--- src/rtl/lsu_pkg.sv ---
// lsu_pkg: shared funct3 encodings, FSM states and fault cause codes for the load/store stage
package lsu_pkg;
  localparam logic [2:0] F3_LB  = 3'b000;
  localparam logic [2:0] F3_LH  = 3'b001;
  localparam logic [2:0] F3_LW  = 3'b010;
  localparam logic [2:0] F3_LBU = 3'b100;
  localparam logic [2:0] F3_LHU = 3'b101;
  localparam logic [2:0] F3_SB  = 3'b000;
  localparam logic [2:0] F3_SH  = 3'b001;
  localparam logic [2:0] F3_SW  = 3'b010;
  typedef enum logic [1:0] {S_IDLE, S_BUSY, S_DONE} state_t;
  localparam logic [1:0] C_NONE     = 2'b00;
  localparam logic [1:0] C_MISALIGN = 2'b01;
  localparam logic [1:0] C_ILLEGAL  = 2'b10;
  localparam logic [1:0] C_TIMEOUT  = 2'b11;
endpackage

--- src/rtl/lsu_mem_stage_if.sv ---
// lsu_mem_stage_if: data-memory req/ack bus
//   master (LSU): drives bus_req, bus_we, bus_addr, bus_wdata, bus_be; samples bus_rdata, bus_ack
//   slave (memory): the reverse
interface lsu_mem_stage_if;
  logic        bus_req;
  logic        bus_we;
  logic [31:0] bus_addr;
  logic [31:0] bus_wdata;
  logic [3:0]  bus_be;
  logic [31:0] bus_rdata;
  logic        bus_ack;
  modport master (output bus_req, bus_we, bus_addr, bus_wdata, bus_be, input bus_rdata, bus_ack);
  modport slave  (input bus_req, bus_we, bus_addr, bus_wdata, bus_be, output bus_rdata, bus_ack);
endinterface

--- src/rtl/lsu_align.sv ---
// lsu_align: byte-lane steering for stores and lane extraction plus sign/zero extension for loads
//   store path: i_st_ofs, i_st_sz (funct3[1:0]), i_wdata -> o_be, o_wdata
//   load path:  i_ld_ofs, i_ld_f3, i_rdata -> o_ldata
module lsu_align import lsu_pkg::*; (
  input  logic [1:0]  i_st_ofs,
  input  logic [1:0]  i_st_sz,
  input  logic [31:0] i_wdata,
  output logic [3:0]  o_be,
  output logic [31:0] o_wdata,
  input  logic [1:0]  i_ld_ofs,
  input  logic [2:0]  i_ld_f3,
  input  logic [31:0] i_rdata,
  output logic [31:0] o_ldata
);
  logic [7:0]  w_byte;
  logic [15:0] w_half;
  logic        w_sgn;
  always_comb begin
    o_be    = i_st_sz == F3_SB[1:0] ? 4'b0001 << i_st_ofs : i_st_sz == F3_SH[1:0] ? 4'b0011 << i_st_ofs : 4'b1111;
    // Data is replicated into every lane; bus_be selects which lanes land.
    o_wdata = i_st_sz == F3_SB[1:0] ? {4{i_wdata[7:0]}} : i_st_sz == F3_SH[1:0] ? {2{i_wdata[15:0]}} : i_wdata;
    w_byte  = 8'(i_rdata >> {i_ld_ofs, 3'b000});
    w_half  = i_ld_ofs[1] ? i_rdata[31:16] : i_rdata[15:0];
    // funct3[2] marks the unsigned variants (LBU/LHU).
    w_sgn   = ~i_ld_f3[2];
    o_ldata = i_ld_f3[1:0] == F3_LB[1:0] ? {{24{w_sgn & w_byte[7]}}, w_byte} :
              i_ld_f3[1:0] == F3_LH[1:0] ? {{16{w_sgn & w_half[15]}}, w_half} : i_rdata;
  end
endmodule

--- src/rtl/lsu_mem_stage.sv ---
// lsu_mem_stage: load/store stage turning one core access into one req/ack bus transaction
//   core side: addr, wdata, funct3, mem_rd, mem_wr in; stall, rdata, fault, fault_cause out
//   bus side:  lsu_mem_stage_if.master (req/we/addr/wdata/be out, rdata/ack in)
//   TIMEOUT: max BUSY cycles without bus_ack before a timeout fault (0 disables)
module lsu_mem_stage import lsu_pkg::*; #(
  parameter int TIMEOUT = 255
) (
  input  logic        clk,
  input  logic        rst_n,
  input  logic [31:0] addr,
  input  logic [31:0] wdata,
  input  logic [2:0]  funct3,
  input  logic        mem_rd,
  input  logic        mem_wr,
  output logic        stall,
  output logic [31:0] rdata,
  output logic        fault,
  output logic [1:0]  fault_cause,
  lsu_mem_stage_if.master bus
);
  localparam int CW = TIMEOUT > 1 ? $clog2(TIMEOUT) : 1;
  state_t      r_state, w_next;
  logic [29:0] r_waddr;
  logic [1:0]  r_ofs;
  logic [2:0]  r_f3;
  logic        r_we, r_to;
  logic [3:0]  r_be;
  logic [31:0] r_wdata, r_rdata;
  logic [CW-1:0] r_cnt;
  logic        w_ill, w_mis, w_start, w_tmo;
  logic [3:0]  w_be;
  logic [31:0] w_wdata, w_ldata;
  lsu_align u_align (
    .i_st_ofs(addr[1:0]), .i_st_sz(funct3[1:0]), .i_wdata(wdata), .o_be(w_be), .o_wdata(w_wdata),
    .i_ld_ofs(r_ofs), .i_ld_f3(r_f3), .i_rdata(bus.bus_rdata), .o_ldata(w_ldata)
  );
  assign bus.bus_req   = r_state == S_BUSY;
  assign bus.bus_we    = r_we;
  assign bus.bus_addr  = {r_waddr, 2'b00};
  assign bus.bus_wdata = r_wdata;
  assign bus.bus_be    = r_be;
  assign rdata         = r_state == S_DONE ? r_rdata : '0;
  always_comb begin
    w_ill       = mem_wr ? (funct3[2] | funct3[1:0] == 2'b11) : (funct3 == 3'b011 | funct3[2:1] == 2'b11);
    w_mis       = (funct3[1:0] == 2'b01 & addr[0]) | (funct3[1:0] == 2'b10 & addr[1:0] != 2'b00);
    w_tmo       = TIMEOUT > 0 && r_cnt == CW'(TIMEOUT - 1);
    w_start     = 1'b0;
    w_next      = r_state;
    stall       = 1'b0;
    fault       = 1'b0;
    fault_cause = C_NONE;
    case (r_state)
      // rst_n gating keeps the combinational IDLE outputs at 0 while reset is held.
      S_IDLE: if ((mem_rd | mem_wr) & rst_n) begin
        fault       = w_ill | w_mis;
        fault_cause = w_ill ? C_ILLEGAL : w_mis ? C_MISALIGN : C_NONE;
        w_start     = ~fault;
        stall       = w_start;
        w_next      = w_start ? S_BUSY : S_IDLE;
      end
      S_BUSY: begin
        stall  = 1'b1;
        w_next = bus.bus_ack | w_tmo ? S_DONE : S_BUSY;
      end
      S_DONE: begin
        fault       = r_to;
        fault_cause = r_to ? C_TIMEOUT : C_NONE;
        w_next      = S_IDLE;
      end
      default: w_next = S_IDLE;
    endcase
  end
  always_ff @(posedge clk or negedge rst_n) begin
    if (!rst_n) begin
      r_state <= S_IDLE;
      r_waddr <= '0;
      r_ofs   <= '0;
      r_f3    <= '0;
      r_we    <= 1'b0;
      r_to    <= 1'b0;
      r_be    <= '0;
      r_wdata <= '0;
      r_rdata <= '0;
      r_cnt   <= '0;
    end else begin
      r_state <= w_next;
      if (w_start) begin
        r_waddr <= addr[31:2];
        r_ofs   <= addr[1:0];
        r_f3    <= funct3;
        r_we    <= mem_wr;
        r_be    <= w_be;
        r_wdata <= w_wdata;
        r_cnt   <= '0;
        r_to    <= 1'b0;
      end else if (r_state == S_BUSY) begin
        // An ack on the timeout cycle completes normally.
        if (bus.bus_ack) begin
          if (!r_we) r_rdata <= w_ldata;
        end else if (w_tmo) begin
          r_rdata <= '0;
          r_to    <= 1'b1;
        end else begin
          r_cnt <= r_cnt + 1'b1;
        end
      end
    end
  end
endmodule

--- src/flat_wrapper.sv ---
// flat-port wrapper written by rule: the top's interface ports become plain ports
module lsu_mem_stage_flat import lsu_pkg::*;
#(
  parameter int TIMEOUT = 255
)
  (clk, rst_n, addr, wdata, funct3, mem_rd, mem_wr, stall, rdata, fault, fault_cause, bus_bus_req, bus_bus_we, bus_bus_addr, bus_bus_wdata, bus_bus_be, bus_bus_rdata, bus_bus_ack);
  lsu_mem_stage_if bus_i ();
  input  logic clk;
  input  logic rst_n;
  input  logic [31:0] addr;
  input  logic [31:0] wdata;
  input  logic [2:0] funct3;
  input  logic mem_rd;
  input  logic mem_wr;
  output logic stall;
  output logic [31:0] rdata;
  output logic fault;
  output logic [1:0] fault_cause;
  output wire logic [$bits(bus_i.bus_req)-1:0] bus_bus_req;
  output wire logic [$bits(bus_i.bus_we)-1:0] bus_bus_we;
  output wire logic [$bits(bus_i.bus_addr)-1:0] bus_bus_addr;
  output wire logic [$bits(bus_i.bus_wdata)-1:0] bus_bus_wdata;
  output wire logic [$bits(bus_i.bus_be)-1:0] bus_bus_be;
  input wire logic [$bits(bus_i.bus_rdata)-1:0] bus_bus_rdata;
  input wire logic [$bits(bus_i.bus_ack)-1:0] bus_bus_ack;
  assign bus_bus_req = bus_i.bus_req;
  assign bus_bus_we = bus_i.bus_we;
  assign bus_bus_addr = bus_i.bus_addr;
  assign bus_bus_wdata = bus_i.bus_wdata;
  assign bus_bus_be = bus_i.bus_be;
  assign bus_i.bus_rdata = bus_bus_rdata;
  assign bus_i.bus_ack = bus_bus_ack;
  lsu_mem_stage #(.TIMEOUT(TIMEOUT)) u_core (.clk(clk), .rst_n(rst_n), .addr(addr), .wdata(wdata), .funct3(funct3), .mem_rd(mem_rd), .mem_wr(mem_wr), .stall(stall), .rdata(rdata), .fault(fault), .fault_cause(fault_cause), .bus(bus_i));
endmodule
--- config.mk ---
export PLATFORM = sky130hd
export DESIGN_NAME = lsu_mem_stage_flat
export DESIGN_NICKNAME = d
export VERILOG_FILES = /design/src/rtl/lsu_pkg.sv /design/src/rtl/lsu_mem_stage_if.sv /design/src/rtl/lsu_align.sv /design/src/rtl/lsu_mem_stage.sv /design/src/flat_wrapper.sv
export SDC_FILE = /design/constraint.sdc
export NUM_CORES = 1
export LEC_CHECK = 0
export BUFFER_PORTS_ARGS = -buffer_cell sky130_fd_sc_hd__buf_2
export CAP_MARGIN = 0
export CORE_ASPECT_RATIO = 1.4
export CORE_MARGIN = 2
export CORE_UTILIZATION = 51
export CTS_CLUSTER_SIZE = 25
export DETAILED_ROUTE_END_ITERATION = 12
export PLACE_DENSITY = 0.8
export SLEW_MARGIN = 30
export SYNTH_ARGS = -nofsm -noshare
export SYNTH_HDL_FRONTEND = slang
export SYNTH_SLANG_ARGS = --single-unit
--- constraint.sdc ---
create_clock -name clk -period 1.9 [get_ports clk]
set_input_delay 0.19 -clock clk [delete_from_list [all_inputs] [get_ports clk]]
set_output_delay 0.19 -clock clk [all_outputs]
set_load 0.02 [all_outputs]
* Yosys cells after proc, flatten, opt, wreduce, memory -nomap -nowiden
Cells that the tools add are included.
** Word-level totals
- Memories :: 0
- Word-level logic and storage cells :: 85
- Bits in writable memories :: 0
- Register bits after elaboration :: 115
- Latch bits :: 0
- Memory bits (read-only) :: 0
** Operators by class
- Multipliers :: 0
- Eq/ne operators :: 13
- Muxes and demuxes :: 34
- Reduce and logical (&&, ||, !) cells :: 10
- Shift-type cells :: 3
- $lt $le $gt $ge :: 0
- Divide/modulo/power cells :: 0
- Add/subtract/negate cells :: 1
- Bitwise gates (word level) :: 14
** Operator list (number)
- two-way mux 32 bit :: 8
- two-way mux 8 bit :: 4
- right shift 32 x 5 -> 8 bit :: 1
- two-way mux 16 bit :: 1
- two-way mux 1 bit :: 10
- two-way mux 2 bit :: 5
- adder 8 x 1 -> 8 bit, second input constant :: 1
- equality test 2 bit, second input constant :: 4
- equality test 8 bit, second input constant :: 1
- two-way mux 4 bit :: 2
- case mux 2 bit (2 select lines) :: 2
- nonzero test 2 bit :: 4
- equality test 2 x 1 -> 1 bit, second input constant :: 3
- zero test 2 bit :: 3
- != test 2 x 1 -> 1 bit, second input constant :: 3
- bitwise OR 1 bit :: 6
- AND reduction 3 bit :: 2
- AND 1 bit :: 5
- case mux 1 bit (2 select lines) :: 2
- AND reduction 4 bit :: 1
- left shift 1 x 2 -> 4 bit, first input constant :: 1
- left shift 2 x 2 -> 4 bit, first input constant :: 1
- equality test 3 x 2 -> 1 bit, second input constant :: 1
- NOT 1 bit :: 3
- != test 2 bit, second input constant :: 1

* Depth between registers and ports, before layout
Gate-level depths: netlist of the first run.
- Word-level depth :: 9
- Mapped depth :: 7
- Gate-level depth less buffers :: 6

* Modules after synthesis
From an unflattened synthesis of the first run, not the netlist that was laid out.
** Second synthesis, totals
- Cell total of the unflattened synthesis :: 539
- Area total of the unflattened synthesis :: 6406.1 um^2
** Modules (own cells, without submodules)
- lsu_mem_stage :: sequential area each 2877.8 um^2, area an instance 4867.2 um^2, instances 1, cells an instance 337
- lsu_align :: sequential area each 0.0 um^2, area an instance 1539.0 um^2, instances 1, cells an instance 202

* Worst setup path before layout of the first run
No wires, ideal clock.
- Kind :: register -> register
- Start point :: reg u_core.r_state[1]
- End point :: reg u_core.r_f3[0]
- Setup time :: 0.128 ns
- Cell stages (with the launch flop) :: 6
- Path slack :: 0.162 ns
- Arrival time :: 1.611 ns
- Clock period less this slack :: 1.738 ns
- Required time :: 1.772 ns
- Path through :: dfrtp_1 > nor4b_2 > nor3b_2 > buf_4 > buf_4 > mux2_1
** On the way
- Word-level cells in the longest chain between the ends :: 2
** Ends and longest elaborated chain
- from (decl) :: RTL line lsu_mem_stage.sv:22 : state_t r_state, w_next;
- from (signal assigned) :: RTL line lsu_mem_stage.sv:86 : r_state <= w_next;
- zero test 2 bit :: RTL line lsu_mem_stage.sv:52 : case (r_state)
- two-way mux 1 bit :: RTL line lsu_mem_stage.sv:52
- to (signal assigned) :: RTL line lsu_mem_stage.sv:90 : r_f3 <= funct3;
- to (decl) :: RTL line lsu_mem_stage.sv:25 : logic [2:0] r_f3;
Every way passes these cells.
A chain may end at the register's enable or synchronous reset.

* Worst setup path in the final report of the first run
- Start point :: reg u_core.r_state[0]
- End point :: out stall
** On the way
- Word-level cells in the longest chain between the ends :: 2
- Elaborated cells between the ends (all ways) :: 3
- Classes of those cells :: 1 x eq/ne; 1 x mux; 1 x reduce/logical
** Ends and longest elaborated chain
- equality test 2 x 1 -> 1 bit / zero test 2 bit (equally long branches) :: RTL line lsu_mem_stage.sv:52
- case mux 1 bit (2 select lines) * :: RTL line lsu_mem_stage.sv:52
- to (decl) :: RTL line flat_wrapper.sv:15 : output logic stall;
Every way passes the cells marked *; elsewhere a longest branch is shown, timed or not.

==> results of run 1 <==
==> power by group <==
| group | leakage (nW) | switching (mW) | internal (mW) | total (mW) |
|---|---|---|---|---|
| Combinational | 2.44 | 2.34 | 1.79 | 4.13 |
| Clock | 0.265 | 1.20 | 1.93 | 3.12 |
| Sequential | 1.42 | 0.615 | 3.36 | 3.98 |
| Total | 4.12 | 4.16 | 7.07 | 11.2 |
==> registers in the layout, summed over array words and instances (netlist names) <==
register,flops
u_core.bus.bus_wdata,32
u_core.r_rdata,32
u_core.r_waddr,30
u_core.r_cnt,8
u_core.bus.bus_be,4
u_core.r_f3,3
u_core.r_ofs,2
u_core.r_state,2
u_core.bus.bus_we,1
u_core.r_to,1
==> cell usage after synthesis, types with 5 or more instances <==
cell type and n:
o22ai_1 13, inv_1 7, mux2i_1 19, buf_6 11, clkbuf_1 9, nand2b_1 8
nand2_1 17, o21ai_0 47, mux2_2 29, ha_1 6, buf_2 7, dfrtp_1 115
o2bb2ai_1 7, and2_1 33, buf_4 5, a21oi_1 6, o31ai_1 34, nor2_1 31
mux2_1 57
==> placed cells by master (no fill, tap or decap), drive strengths merged, types with 2 or more instances in the layout <==
cell	count
o21ai	48
nor2	31
ha	6
buf	252
o221ai	4
nor3	5
clkbuf	21
a221o	3
nand2	17
mux2	86
clkinvlp	4
dlygate4sd3	17
nor2b	3
conb	2
bufinv	2
nand4	3
nand3	4
o211ai	2
o31ai	34
inv	8
o2bb2ai	7
mux2i	19
nand2b	9
o22ai	13
or4	2
clkinv	6
nor3b	3
and2	35
xor2	3
a21oi	6
dfrtp	115
mux4	4
==> per-stage QoR <==
stage / hold WS (ns) / power [mW] / area, sq um / setup WS [ns] / instances
after global placement: 0.356 / 7.35 / 7280 / 0.0671 / 868
final: 0.0107 / 11.2 / 8630 / -0.137 / 933
after CTS: 0.000908 / 10.7 / 8190 / -0.137 / 923
after floorplan: -0.106 / 6.21 / 6090 / 0.162 / 523
after global routing: 0.00847 / 11.7 / 8630 / -0.212 / 933
after detailed placement: 0.360 / 7.53 / 7280 / -0.0461 / 868
==> worst min-delay path by stage <==
stage             start                    to  cells after the start
5_1_grt        addr[29]    u_core.r_waddr[27]                      2
3_3_place_gp      rst_n    u_core.r_rdata[19]                      2
4_1_cts        addr[28]    u_core.r_waddr[26]                      2
3_5_place_dp      rst_n    u_core.r_rdata[21]                      2
2_1_floorplan     rst_n  u_core.bus.bus_be[0]                      0
6_report       addr[29]    u_core.r_waddr[27]                      2
==> cell families (layout without fill, tap and decap cells) <==
logic type                 count (synthesis)  in the layout  share of synthesized area [%]
DFF                                      115            115                           47.3
xor gates and xnor gates                   4              4                          0.576
AOI/OAI and AO/OA                        121            121                           13.0
other                                      1              3                         0.0617
muxes                                    109            109                           20.7
and+or+nand+nor                          118            118                           11.4
buffers and inverters                     48            310                           5.76
adders and majority gates                  6              6                           1.23
==> layout make-up <==
cell class	instances	area (sq um)	share of cell area (%)
timing repair buffer	271	1950	22.6
multi-input combinational	360	3020	35.0
clock buffer	19	433	5.01
tap	147	184	2.13
clock inverter	12	135	1.56
inverter	8	30.0	0.348
sequential	115	2880	33.3
antenna	1	2.50	0.0290
==> timing repair <==
action	in CTS	in global routing
endpoints found under the hold margin	131	0
endpoints found under the setup margin	50	135
buffers inserted	4	7
hold buffers	17	0
cloned	3	3
gates resized for setup	25	107
pin swaps	2	3
==> metal layers <==
layer  share of wire, %  up-vias
met4                5.3        0
met2                 51      364
li1                   -     2402
met3                8.9       85
met1                 35     2671
met5                  0        -
==> results.md, run 1 <==
* DR vias at 5522
* Synth warnings at 0
* Routed len/inst at 22.2 um
* Final Cycle Share at 107%
* M1 GR Usage at 33.8%
* Clock skew at 0.0136 ns
* Drt total wl at 20.7 mm
* Max Cap Viol at 0
* Status: complete, but fails checks
* Reg2Reg Depth at 7
* Initial Util at 52.0%
* Worst VDD drop at 0.831 mV
* Largest net degree at the start of global routing at 116
* 1st-iter DRT viols at 379
* Nets at 883
* Layout cells sized above 1 at 46.9%
* Kind of critical path: register to output pin
* Reg2reg start: u_core.r_state[0]
* Top FF cell, synth: dfrtp_1
* Die Area at 12800 sq um
* Gr ovfl total at 0
* Synth Cell Area at 6080 sq um
* M3 GR Usage at 8.71%
* Synth Instances at 522
* Core Util, Final at 73.8%
* Later-pin clock latency in the skew report at 0.41 ns
* Sequential-to-total area share from yosys stat at 47.3%
* Via/cell ratio at 5.92
* Leading area contributor after synthesis: dfrtp_1
* Nature of the critical path endpoint: output pin
* Die H at 133 um
* Crit path max fanout at 2
* Startpoint types: register
* Setup tns final at -1.22 ns
* Clock Pin Slew Worst Setup and Hold Paths at 0.05 ns
* Worst Setup EP: stall
* Pwr Density at 1300 nW/um^2
* Initial antenna violation count at 1
* Die Span X at 96.3 um
* ANT nets after route at 0
* R2R setup slack at -0.09 ns
* Minimum clock period at 2.04 ns
* H-tree depth at 4
* DRC errors left at 0
* Leak at 4.12 nW
* CTS buffer count at 17
* Clock Sinks at 115
* Area share of the largest cell type after synthesis at 47.3%
* Count of cell types in the netlist at 57
* Global-route wire length before repair at 29.2 mm
* Critical-path cell list: nor4b_4 > nor3b_4 > buf_6 > buf_12 > or2_4 > buf_6
* Core Rows at 47
* Vias in the first global route at 5613
* CP Buf/Inv Count at 3
* Area Growth Syn to Fin at 42.0%
* CP required at 1.71 ns
* Syn avg cell area at 11.7 sq um
* Placer Congestion at 0.913
* DRT Pass-1 Iters at 5
* Asr flop ratio synth at 100%
* Slowest stage delay, CP at 0.41 ns
* Arrival @ worst endpoint at 1.85 ns
* Worst path top cell family by delay: simple AND/OR/NAND/NOR gates
* CTS tree: built
* Max Slew Vio Count at 0
* Final WS setup at -0.137 ns
* IO Pins at 210
* Post-synth EDFFs at 0
* Total routing usage reported by global routing at 29.8%
* Worst slew pin tran at 0.608 ns
* Slew HR at 59.5%
* CTS Root Cell: clkbuf_16
* Core footprint at 11700 sq um
* Crit path from: u_core.r_state[0]
* Maximum clock rate at 0.491 GHz
* Area contributors post-synth: dfrtp_1 47%, mux2_1 11%, mux2_2 5.4%
* Hold Fails Final Rpt at 0
* Input/output buffers at 207
* Fill cells at 756
* Hpwl dp at 12.0 mm
* GR peak layer: met2
* Capturing point of the worst reg2reg path: u_core.r_waddr[23]
* Violated checks: negative setup slack
* Slowest CP cell: dfrtp_1
* Hold Path Class: primary input to register
* Final Setup Violations at 43
* Met2 usage at 50.6%
* Unrepaired setup endpoints after global routing: true
* Most used cell along the critical path: buf_6
* WP depth at 6
* Deepest clock path buffer count at 2
* Yosys reg bits at 115
(Power assumes the default switching activity.)
==> inputs of run 2 (changes only) <==
CORE_UTILIZATION = 52   (was 51)
CTS_BUF_LIST = sky130_fd_sc_hd__clkbuf_8   (was unset)
CTS_CLUSTER_DIAMETER = 30   (was unset)
PLACE_DENSITY = 0.82   (was 0.8)
==> run 2 against run 1 <==
Against the previous run:
- the flow still finishes with violations (negative setup slack)
- first-iteration DRC count is 13% higher
- power is 8.0% lower
- sequential power hardly changed
- clock skew is 0.0037 ns higher
- critical path type is now register to register
- critical endpoint is now u_core.bus.bus_wdata[13]
- largest cell class unchanged
==> results.md, run 2 (synthesis gave the netlist of run 1 again) <==
* Vias in the first global route at 5940 (was 5613)
* Final Setup Violations at 52 (was 43)
* DR vias at 5723 (was 5522)
* Critical-path cell list: nor4b_4 > nor3b_4 > buf_4 > buf_6 > bufbuf_16 > mux2_1 (was nor4b_4 > nor3b_4 > buf_6 > buf_12 > or2_4 > buf_6)
* Unrepaired setup endpoints after global routing: true (unchanged)
* Initial Util at 53.4% (was 52.0%)
* DRT Pass-1 Iters at 5 (unchanged)
* Routed len/inst at 22.4 um (was 22.2 um)
* Via/cell ratio at 6.08 (was 5.92)
* DRC errors left at 0 (unchanged)
* H-tree depth at 4 (unchanged)
* Max Slew Vio Count at 0 (unchanged)
* Worst hold stages at 2 (unchanged)
* CP required at 2.21 ns (was 1.71 ns)
* Final instance area at 8590 sq um (was 8630 sq um)
* Arrival @ worst endpoint at 2.32 ns (was 1.85 ns)
* ANT cells at 0 (was 1)
* Global-route wire length before repair at 30.2 mm (was 29.2 mm)
* Leak at 4.07 nW (was 4.12 nW)
* Later-pin clock latency in the skew report at 0.44 ns (was 0.41 ns)
* CTS buffer count at 17 (unchanged)
* Hold Path Class: primary input to register (unchanged)
* Maximum clock rate at 0.497 GHz (was 0.491 GHz)
* Minimum clock period at 2.01 ns (was 2.04 ns)
* Max Cap Viol at 0 (unchanged)
* Die Area at 12600 sq um (was 12800 sq um)
* Slowest CP cell: dfrtp_1 (unchanged)
* Hold Fails Final Rpt at 0 (unchanged)
* Drt total wl at 21.1 mm (was 20.7 mm)
* Die Span X at 95.4 um (was 96.3 um)
* Startpoint types: register (unchanged)
* ANT nets after route at 0 (unchanged)
* Sequential share of power at 38.6% (was 35.4%)
* Die H at 132 um (was 133 um)
* Commonest non-fill, non-tap cell in the layout: buf_2 (unchanged)
* Clock skew at 0.0172 ns (was 0.0136 ns)
* Slew HR at 57.7% (was 59.5%)
* Worst slew pin tran at 0.635 ns (was 0.608 ns)
* R2R setup slack at -0.11 ns (was -0.09 ns)
* CP Buf/Inv Count at 3 (unchanged)
* Core footprint at 11400 sq um (was 11700 sq um)
* Reg2Reg Depth at 6 (was 7)
* Clk pwr share at 22.1% (was 27.8%)
* Crit path max fanout at 21 (was 2)
* Initial antenna violation count at 0 (was 1)
* Layout cells sized above 1 at 46.0% (was 46.9%)
* Clock Sinks at 115 (unchanged)
* Final Power at 10.3 mW (was 11.2 mW)
* Logic gate share of total power at 39.3% (was 36.8%)
* Core Util, Final at 75.4% (was 73.8%)
* Placer Congestion at 0.880 (was 0.913)
* Final WS setup at -0.111 ns (was -0.137 ns)
* Pint at 6.19 mW (was 7.07 mW)
* Violated checks: negative setup slack (unchanged)
* Nets at 896 (was 883)
* Area Growth Syn to Fin at 41.2% (was 42.0%)
* Kind of critical path: register to register (was register to output pin)
* Switch Pwr at 4.14 mW (was 4.16 mW)
* IO Pins at 210 (unchanged)
* Hpwl dp at 11.9 mm (was 12.0 mm)
* Worst path top cell family by delay: simple AND/OR/NAND/NOR gates (unchanged)
* Placed cell area at 7250 sq um (was 7280 sq um)
* Clock Pin Slew Worst Setup and Hold Paths at 0.08 ns (was 0.05 ns)
* CTS tree: built (unchanged)
* Slowest stage delay, CP at 0.41 ns (about the same)
* Largest net degree at the start of global routing at 116 (unchanged)
* Pwr Density at 1200 nW/um^2 (was 1300 nW/um^2)
* Deepest clock path buffer count at 2 (unchanged)
* Total routing usage reported by global routing at 31.3% (was 29.8%)
* CTS Root Cell: clkbuf_8 (was clkbuf_16)
* 1st-iter DRT viols at 428 (was 379)
* Input/output buffers at 207 (unchanged)
* WP depth at 6 (unchanged)
* Core Rows at 46 (was 47)
* Gr ovfl total at 0 (unchanged)
* Commonest cells after routing, fill and taps aside: 170 x buf_2, 115 x dfrtp_1, 52 x mux2_1, 43 x o21ai_0, 39 x buf_6 (was 170 x buf_2, 115 x dfrtp_1, 46 x o21ai_0, 38 x buf_6, 35 x mux2_1)
* Fill cells at 720 (was 756)
* Hold slack at 0.0374 ns (was 0.0107 ns)
* Net Sw Frac at 40.1% (was 37.0%)
* Final Cycle Share at 106% (was 107%)
* Worst VDD drop at 0.915 mV (was 0.831 mV)
* Status: complete, but fails checks (unchanged)
* Nature of the critical path endpoint: register (was output pin)
run 2: metrics by stage:
step	worst slack [ns]	setup TNS, ns	cells
2_1_floorplan	0.162	0	523
3_3_place_gp	0.0670	0	863
3_5_place_dp	0.0407	0	863
4_1_cts	-0.162	-1.88	936
5_1_grt	-0.197	-10.39	942
6_report	-0.111	-3.75	942
run 2: path summary, 6_finish.rpt:
kind | from | endpoint
setup / recovery | u_core.r_state[0] | u_core.bus.bus_wdata[13]
hold / removal | mem_wr | u_core.bus.bus_we
setup reg to reg | u_core.r_state[0] | u_core.bus.bus_wdata[13]
hold reg to reg | u_core.bus.bus_wdata[22] | u_core.bus.bus_wdata[22]
max in group asynchronous | rst_n | u_core.r_rdata[23]
min in group asynchronous | rst_n | u_core.r_rdata[13]
run 2: layout make-up:
type / instances / area (sq um) / area share [%]
clock buffer: 19 / 262 / 3.05
clock inverter: 12 / 123 / 1.43
inverter: 8 / 30.0 / 0.350
multi-input combinational: 361 / 3000 / 35.0
sequential: 115 / 2880 / 33.5
tap: 144 / 180 / 2.10
timing repair buffer: 283 / 2110 / 24.6
run 2: repair_timing:
item	in CTS	in global routing
endpoints found under the setup margin	35	117
hold buffers	32	0
cloned	4	5
hold endpoints to repair	146	0
pin swaps	1	8
buffers inserted	7	2
resized for setup	48	83
run 2: power by group through the flow:
stage	Combinational (mW)	Sequential [mW]	Clock [mW]
after global placement	3.49	3.85	0
after CTS	3.80	3.88	2.27
after global routing	4.31	4.08	2.40
after floorplan	1.81	4.40	0
final	4.06	3.99	2.28
after detailed placement	3.62	3.91	0
run 2: per-layer routing:
layer / share of wire, % / vias to the layer above / track usage (%)
li1: - / 2422 / -
met1: 34 / 2817 / 35.3
met2: 52 / 390 / 52.6
met3: 8.6 / 94 / 8.58
met4: 5.5 / 0 / 17.2
met5: 0 / - / 0
run 2: worst reg2reg max path: stages (launching register included):
cell and delay [ns]:
dfrtp_1 0.41, nor4b_4 0.30, nor3b_4 0.27, buf_4 0.16, buf_6 0.09, bufbuf_16 0.30
mux2_1 0.36
==> inputs of run 3 (changes only) <==
SKIP_CTS_REPAIR_TIMING = 1   (was unset)
==> run 3 against run 2 <==
Against the previous run:
- largest cell class unchanged
- critical path type is now register to output pin
- combinational power down 3%
- setup slack worse by 0.063 ns
- clock power about the same
- first-iteration DRC count down 31%
- final cell count down 1.2%
- register-to-register slack better by 0.08 ns
- power down 2.1%
- maximum frequency down 3.1%
- die area unchanged
- the run still ends with negative setup slack left
==> results.md, run 3 (synthesis gave the netlist of run 1 again) <==
* Final Setup Violations at 25 (was 52)
* Final Power at 10.1 mW (was 10.3 mW)
* Kind of critical path: register to output pin (was register to register)
* Final WS setup at -0.174 ns (was -0.111 ns)
* Via/cell ratio at 5.82 (was 6.08)
* Status: complete, but fails checks (unchanged)
* ANT nets after route at 0 (unchanged)
* Commonest cells after routing, fill and taps aside: 170 x buf_2, 115 x dfrtp_1, 61 x buf_4, 47 x mux2_1, 46 x o21ai_0 (was 170 x buf_2, 115 x dfrtp_1, 52 x mux2_1, 43 x o21ai_0, 39 x buf_6)
* Clock Pin Slew Worst Setup and Hold Paths at 0.07 ns (was 0.08 ns)
* Net Sw Frac at 39.3% (was 40.1%)
* Switch Pwr at 3.98 mW (was 4.14 mW)
* DRC errors left at 0 (unchanged)
* Later-pin clock latency in the skew report at 0.43 ns (was 0.44 ns)
* Vias in the first global route at 5376 (was 5940)
* Fill cells at 785 (was 720)
* Startpoint types: register (unchanged)
* Layout cells sized above 1 at 42.5% (was 46.0%)
* Multi-input combinational cell area at 2960 sq um (was 3000 sq um)
* Gr ovfl total at 0 (unchanged)
* DR vias at 5417 (was 5723)
* Commonest non-fill, non-tap cell in the layout: buf_2 (unchanged)
* Die Area at 12600 sq um (unchanged)
* Pre-CTS setup slack at 0.0407 ns (unchanged)
* CP required at 1.71 ns (was 2.21 ns)
* Sequential share of power at 39.0% (was 38.6%)
* IO Pins at 210 (unchanged)
* Routed len/inst at 20.1 um (was 22.4 um)
* Initial antenna violation count at 1 (was 0)
* Die H at 132 um (unchanged)
* CTS tree: built (unchanged)
* CTS Root Cell: clkbuf_8 (unchanged)
* Nets at 884 (was 896)
* Setup tns final at -0.363 ns (was -3.75 ns)
* Clock skew at 0.0169 ns (was 0.0172 ns)
* Nature of the critical path endpoint: output pin (was register)
* Total routing usage reported by global routing at 26.3% (was 31.3%)
* Pwr Density at 1230 nW/um^2 (was 1200 nW/um^2)
* Area occupied by registers at 2880 sq um (unchanged)
* Placer Congestion at 0.880 (unchanged)
* Area Growth Syn to Fin at 35.3% (was 41.2%)
* Worst VDD drop at 0.814 mV (was 0.915 mV)
* Hold Fails Final Rpt at 0 (unchanged)
* Deepest clock path buffer count at 2 (unchanged)
* Core Rows at 46 (unchanged)
* Violated checks: negative setup slack (unchanged)
* Final Cycle Share at 109% (was 106%)
* Clock Sinks at 115 (unchanged)
* CP Buf/Inv Count at 2 (was 3)
* CTS buffer count at 17 (unchanged)
* Pint at 6.13 mW (was 6.19 mW)
* Core footprint at 11400 sq um (unchanged)
* Hold Path Class: primary input to register (unchanged)
* Crit path max fanout at 4 (was 21)
* Critical-path cell list: nor4b_4 > nor3b_4 > buf_12 > or2_4 > buf_6 (was nor4b_4 > nor3b_4 > buf_4 > buf_6 > bufbuf_16 > mux2_1)
* Slowest stage delay, CP at 0.41 ns (about the same)
* Core Util, Final at 72.2% (was 75.4%)
* Final Instance Count excl. Fillers at 931 (was 942)
* 1st-iter DRT viols at 295 (was 428)
* Arrival @ worst endpoint at 1.88 ns (was 2.32 ns)
* Unrepaired setup endpoints after global routing: true (unchanged)
* Drt total wl at 18.7 mm (was 21.1 mm)
* Hpwl dp at 11.9 mm (unchanged)
* Initial Util at 53.4% (unchanged)
* Largest net degree at the start of global routing at 116 (unchanged)
* DRT Pass-1 Iters at 5 (unchanged)
* Max Slew Vio Count at 0 (unchanged)
* Worst slew pin tran at 0.618 ns (was 0.635 ns)
* Worst path top cell family by delay: simple AND/OR/NAND/NOR gates (unchanged)
* Maximum clock rate at 0.482 GHz (was 0.497 GHz)
* Slowest CP cell: dfrtp_1 (unchanged)
* Max Cap Viol at 0 (unchanged)
* Minimum clock period at 2.07 ns (was 2.01 ns)
* Slew HR at 58.8% (was 57.7%)
* Leak at 3.94 nW (was 4.07 nW)
* Global-route wire length before repair at 25.8 mm (was 30.2 mm)
* Placed Cells incl. Taps at 863 (unchanged)
* Die Span X at 95.4 um (unchanged)
* H-tree depth at 4 (unchanged)
* Clk pwr share at 22.3% (was 22.1%)
* Logic gate share of total power at 38.7% (was 39.3%)
* Input/output buffers at 207 (unchanged)
run 3: cell types whose count changed in the layout (fill, tap and decap cells not counted), moves of 2 or more:
cell       change
buf_16         -2
buf_4         +31
o21ai_1        -4
mux2_1         -5
mux2_2         -4
o21ai_0        +3
and2_1        +29
and2_4        -29
clkbuf_16      -2
buf_8          -2
buf_6         -35
mux2_4         +9
run 3: layout make-up:
| cell class | instances | share of cell area [%] |
|---|---|---|
| Multi-Input combinational cell | 360 | 36.0 |
| Sequential cell | 115 | 35.0 |
| Timing Repair Buffer | 272 | 21.8 |
| Clock buffer | 19 | 3.18 |
| Tap cell | 144 | 2.19 |
| Clock inverter | 12 | 1.49 |
| Inverter | 8 | 0.365 |
| Antenna cell | 1 | 0.0304 |
run 3: worst register-to-register path: cells and delay by family, from the launching register on:
kind / cells / cell delay, ns
flops: 1 / 0.41
mux: 1 / 0.35
buf+inv: 2 / 0.37
simple gates: 2 / 0.68
run 3: final timing paths:
check | startpoint | endpoint | slack (ns) | depth (start not counted)
worst max-delay path | u_core.r_state[1] | stall | -0.17 | 5
worst min-delay path | funct3[2] | u_core.r_f3[2] | 0.02 | 2
worst max register to register | u_core.r_state[1] | u_core.bus.bus_wdata[25] | -0.03 | 5
worst min register to register | u_core.r_waddr[18] | u_core.r_waddr[18] | 0.49 | 1
max in group asynchronous | rst_n | u_core.r_rdata[10] | 0.93 | 3
min in group asynchronous | rst_n | u_core.r_rdata[13] | 0.48 | 3
run 3: through the flow:
| step | cell area (sq um) | hold WS, ns |
|---|---|---|
| 3_3_place_gp | 7250 | 0.358 |
| 6_report | 8230 | 0.0199 |
| 2_1_floorplan | 6090 | -0.106 |
| 3_5_place_dp | 7250 | 0.374 |
| 5_1_grt | 8230 | 0.00426 |
| 4_1_cts | 7630 | -0.105 |
run 3: power by group through the flow:
| stage | logic, mW | clock network (mW) | registers [mW] |
|---|---|---|---|
| 4_1_cts | 3.63 | 2.27 | 3.88 |
| 3_5_place_dp | 3.62 | 0 | 3.91 |
| 6_report | 3.92 | 2.25 | 3.94 |
| 5_1_grt | 4.18 | 2.39 | 4.04 |
| 2_1_floorplan | 1.81 | 0 | 4.40 |
| 3_3_place_gp | 3.49 | 0 | 3.85 |
run 3: metal layers:
metal / vias to the layer above / part of all wire [%] / track usage, % / wire length (um)
met3: 48 / 7.9 / 7.78 / 1480
li1: 2394 / - / - / -
met2: 332 / 53 / 43.5 / 9880
met1: 2643 / 36 / 31.0 / 6760
met4: 0 / 3.2 / 12.4 / 603
met5: - / 0 / 0 / 0
